<file path="src/rtl/pwm_duty_meter.sv">
// pwm_duty_meter: recovers the 8-bit duty value from a PWM line by counting
// high cycles between consecutive rising edges. It also flags periods of the
// wrong length and lines that stop toggling.
module pwm_duty_meter #(
    parameter int PERIOD  = 256,
    parameter int TIMEOUT = 512,
    parameter int CNT_W   = 10
) (
    input  logic       clk,
    input  logic       arst,
    input  logic       pwm_in,
    output logic [7:0] speed_out,
    output logic       speed_valid,
    output logic       period_err,
    output logic       stuck
);

    typedef enum logic {
        IDLE,
        MEASURE
    } state_t;

    localparam logic [CNT_W-1:0] CNT_MAX   = '1;
    localparam logic [CNT_W-1:0] PERIOD_C  = CNT_W'(PERIOD);
    localparam logic [CNT_W-1:0] TIMEOUT_C = CNT_W'(TIMEOUT);
    localparam logic [CNT_W-1:0] DUTY_MAX  = CNT_W'(255);

    state_t           state;
    logic             s1;
    logic             s2;
    logic             prev;
    logic [CNT_W-1:0] period_cnt;
    logic [CNT_W-1:0] high_cnt;
    logic             rise;
    logic             timeout_hit;
    logic [7:0]       duty_val;

    assign rise        = s2 & ~prev;
    assign timeout_hit = (period_cnt == TIMEOUT_C);
    // A rise always follows at least one low sample, so the clamp never
    // engages on a correct-length period; it only guards odd parameter sets.
    assign duty_val    = (high_cnt > DUTY_MAX) ? 8'hFF : high_cnt[7:0];

    // Two-flop synchronizer plus the delayed copy used for edge detection.
    always_ff @(posedge clk or negedge arst) begin
        if (!arst) begin
            s1   <= 1'b0;
            s2   <= 1'b0;
            prev <= 1'b0;
        end else begin
            s1   <= pwm_in;
            s2   <= s1;
            prev <= s2;
        end
    end

    // Period and high-time counters: restart on each rise, saturate otherwise.
    always_ff @(posedge clk or negedge arst) begin
        if (!arst) begin
            period_cnt <= '0;
            high_cnt   <= '0;
        end else if (rise) begin
            period_cnt <= CNT_W'(1);
            high_cnt   <= CNT_W'(1);
        end else begin
            if (period_cnt != CNT_MAX)
                period_cnt <= period_cnt + CNT_W'(1);
            if (s2 && (high_cnt != CNT_MAX))
                high_cnt <= high_cnt + CNT_W'(1);
        end
    end

    // Measurement FSM with registered outputs; a rise takes priority over timeout.
    always_ff @(posedge clk or negedge arst) begin
        if (!arst) begin
            state       <= IDLE;
            speed_out   <= '0;
            speed_valid <= 1'b0;
            period_err  <= 1'b0;
            stuck       <= 1'b0;
        end else begin
            speed_valid <= 1'b0;
            if (rise) begin
                stuck <= 1'b0;
                case (state)
                    IDLE: begin
                        state <= MEASURE;
                    end
                    MEASURE: begin
                        if (period_cnt == PERIOD_C) begin
                            speed_out   <= duty_val;
                            speed_valid <= 1'b1;
                            period_err  <= 1'b0;
                        end else begin
                            period_err <= 1'b1;
                        end
                    end
                    default: state <= IDLE;
                endcase
            end else if (timeout_hit) begin
                // Saturated counter moves past TIMEOUT, so this fires once per stall.
                stuck       <= 1'b1;
                speed_out   <= s2 ? 8'hFF : 8'h00;
                speed_valid <= 1'b1;
                state       <= IDLE;
            end
        end
    end

endmodule

</file>
<file path="config.mk">
export PLATFORM = sky130hd
export DESIGN_NAME = pwm_duty_meter
export DESIGN_NICKNAME = d
export VERILOG_FILES = /design/src/rtl/pwm_duty_meter.sv
export SDC_FILE = /design/constraint.sdc
export NUM_CORES = 1
export LEC_CHECK = 0
export BUFFER_PORTS_ARGS = -buffer_cell sky130_fd_sc_hd__buf_2
export CAP_MARGIN = 30
export CORE_ASPECT_RATIO = 1.5
export CORE_MARGIN = 2
export CORE_UTILIZATION = 35
export CTS_CLUSTER_SIZE = 10
export DETAILED_ROUTE_END_ITERATION = 10
export GPL_ROUTABILITY_DRIVEN = 0
export GPL_TIMING_DRIVEN = 0
export PLACE_DENSITY = 0.64
export SLEW_MARGIN = 30
export SYNTH_ARGS = -nofsm -noshare
export SYNTH_HDL_FRONTEND = slang
export SYNTH_SLANG_ARGS = --single-unit
</file>
<file path="constraint.sdc">
create_clock -name clk -period 1.64 [get_ports clk]
set_input_delay 0.492 -clock clk [delete_from_list [all_inputs] [get_ports clk]]
set_output_delay 0.492 -clock clk [all_outputs]
set_load 0.005 [all_outputs]
</file>
==> results.json <==
{
  "status": "finished, violations left",
  "violations": "negative setup slack",
  "grt_max_degree": 36,
  "grt_pass1_wl_um": 5800,
  "dr_total_vias": 1332,
  "fin_skew_ns": 0.00646,
  "min_period_over_period_pct": 110,
  "syn_to_final_growth_pct": 24.1,
  "synth_top_area_share_pct": 50.8,
  "chipWidth_um": 61.3,
  "h-tree-depth": 2,
  "layout_common_cells": "35 x dfrtp_1, 14 x buf_2, 12 x nand2_1, 12 x o21ai_0",
  "cts_sinks": 35,
  "synthTopCellsByArea": "dfrtp_1 51%, mux2i_1 5.8%, o21ai_0 3.5%, inv_1 2.8%, nand3_1 2.6%",
  "final_common_cell": "dfrtp_1",
  "critPathMaxFanout": 9,
  "drt_pass1_iterations": 4,
  "clk_path_buf_depth": 2,
  "clkTransAtPathRegs_ns": 0.07,
  "fin_ws_ns": -0.158,
  "insertion_delay_ns": 0.28,
  "cp_slowest_cell": "dfrtp_1",
  "synth_seq_cells": 35,
  "fillers": 455,
  "drive_gt1_share_pct": 27.6,
  "p_per_area_nw_per_um2": 989,
  "crit_chain": "buf_2, nor2b_1, clkbuf_1, and3_2, o21ai_2, buf_6, mux2i_1",
  "dp_cells": 249,
  "crit_type": "reg2reg",
  "crit_arrival_ns": 2.00,
  "cts_buffers": 5,
  "reg2regPathDepth": 7,
  "globalRouteTotalUtil_pct": 13.7,
  "slew_headroom_pct": 47.3,
  "rr_startpoint": "s2",
  "maxCapViolations": 0,
  "drtAntennaViolNets": 0,
  "r2r_end": "speed_out[6]",
  "die_h_um": 90.0,
  "dp_hpwl_um": 2300,
  "fin_cells": 265,
  "grt-ovfl-total": 0,
  "ios": 14,
  "max-vdd-ir-drop_mv": 0.552,
  "ys_warn_count": 0,
  "crit_required_ns": 1.84,
  "final.min_clock_period_ns": 1.80,
  "io_buffers": 13,
  "whs_ns": 0.284,
  "setup_viol": 10,
  "rows": 31,
  "cts_tree": "built",
  "fin_nets": 204,
  "power.total_mw": 2.12,
  "n_antenna_cell": 0,
  "via_per_inst": 5.03,
  "p_leak_nw": 0.994,
  "drv_slew": 0,
  "drtIter0Drc": 57,
  "syn_area_sq_um": 1720,
  "ys_seq_area_share_pct": 50.8,
  "dieArea_sq_um": 5520,
  "ys_types": 42,
  "rsz0062_at_grt": "true",
  "ctsHoldBuffers": 0,
  "max_freq_mhz": 556,
  "fin_setup_tns_ns": -1.28,
  "core-area_sq_um": 4770,
  "worstSetupEndpointType": "flip-flop",
  "grt_pass1_vias": 1299,
  "antenna_found_initial": 0,
  "root_buffer": "clkbuf_8",
  "start_util_pct": 36.1,
  "crit_path_start": "s2",
  "syn_inst": 170,
  "ff2ff_setup_slack_ns": -0.16,
  "min_path_type": "in2async",
  "drc_errors": 0,
  "synth_area_per_cell_sq_um": 10.1,
  "hold_viol_final": 0,
  "syn_nets": 176,
  "layout.area.seq_sq_um": 876,
  "drt_wl_total_um": 3580,
  "tightestPinTransition_ns": 0.791,
  "wire_per_inst_um": 13.5,
  "yosys.area.top_type": "dfrtp_1",
  "slowest_delay_ns": 0.37,
  "start_kind": "flip-flop",
  "multi_input_area_sq_um": 847
}
==> what timing repair did <==
item | in CTS | in global routing
hold endpoints to repair | 0 | 0
setup buffers | 7 | 1
endpoints found under the setup margin | 22 | 21
resized for setup | 9 | 15
cloned | 1 | 0
pin swaps | 1 | 8
==> Yosys cell counts <==
cell type	instances
nor3b_1	1
buf_6	1
buf_1	1
and2b_1	1
nor2b_1	1
xnor2_1	1
buf_2	1
nand2_1	12
ha_1	3
o21ai_2	1
and4_1	1
a211oi_1	2
nand4_1	4
o311ai_0	1
xor2_1	2
or3_1	2
and2_1	2
a31oi_1	5
o31ai_1	5
o21ai_0	12
or4b_4	1
or4_1	4
nor4_1	1
buf_4	1
inv_1	13
a21o_1	2
a21oi_1	8
nor3_1	2
a311oi_1	1
nand3b_1	1
nor2_1	6
mux2i_1	10
and3_1	2
dfrtp_1	35
o21a_1	1
nor4_4	1
dlygate4sd1_1	1
nand3_1	9
clkbuf_1	4
o211ai_1	3
and3_2	3
nand2b_1	2
==> routing by layer <==
layer	up-vias	track usage (%)	part of all wire, %
met1	636	16.8	42
met4	0	4.53	1.2
met3	6	3.45	2.5
met5	-	0	0
li1	668	-	-
met2	22	22.6	55
==> worst max path at each step <==
stage                        end  slack (ns)  cells after the start
floorplan           speed_out[2]       -0.04                      7
global placement     high_cnt[9]       -0.23                      5
detailed placement   high_cnt[0]       -0.27                      5
CTS                        state       -0.17                      7
global route        speed_out[6]       -0.28                      7
finish              speed_out[6]       -0.16                      7
==> power by group <==
group	total [mW]	internal, mW	switching (mW)
clock	0.689	0.383	0.306
combinational	0.408	0.198	0.210
sequential	1.02	0.936	0.0836
==> flip-flops by register name (all words and copies together) (netlist names) <==
register,count
high_cnt,10
period_cnt,10
period_err,1
prev,1
s1,1
s2,1
speed_out,8
speed_valid,1
state,1
stuck,1
==> worst max-delay path, delay by kind of cell (launching register included) <==
| kind | cells | cell delay, ns |
|---|---|---|
| muxes | 1 | 0.20 |
| AOI/OAI and AO/OA | 1 | 0.23 |
| DFF | 1 | 0.37 |
| and+or+nand+nor | 2 | 0.40 |
| buffers and inverters | 3 | 0.52 |
==> kinds of logic after synthesis <==
logic type / synth area share [%]
simple gates: 19.1
compound gates: 14.8
flops: 50.8
buf+inv: 5.81
mux: 5.81
xor+xnor: 1.52
fa+ha+maj: 2.18
==> area by class of cell <==
| class | instances | share of cell area [%] |
|---|---|---|
| plain buffers | 8 | 2.28 |
| well taps | 66 | 3.86 |
| repair buffers | 22 | 6.37 |
| flip-flops and latches | 35 | 40.9 |
| clock buffers | 8 | 4.68 |
| inverters | 13 | 2.28 |
| multi-input cells | 113 | 39.6 |
==> through the flow <==
| step | instance area [sq um] | utilization [%] | setup slack, ns |
|---|---|---|---|
| floorplan | 1720 | - | -0.0448 |
| global placement | 1870 | 39.2 | -0.234 |
| detailed placement | 1870 | 39.2 | -0.266 |
| CTS | 2070 | 43.3 | -0.174 |
| global route | 2140 | 44.8 | -0.279 |
| finish | 2140 | 44.8 | -0.158 |
Note: power is estimated with default switching activity, not from simulation.
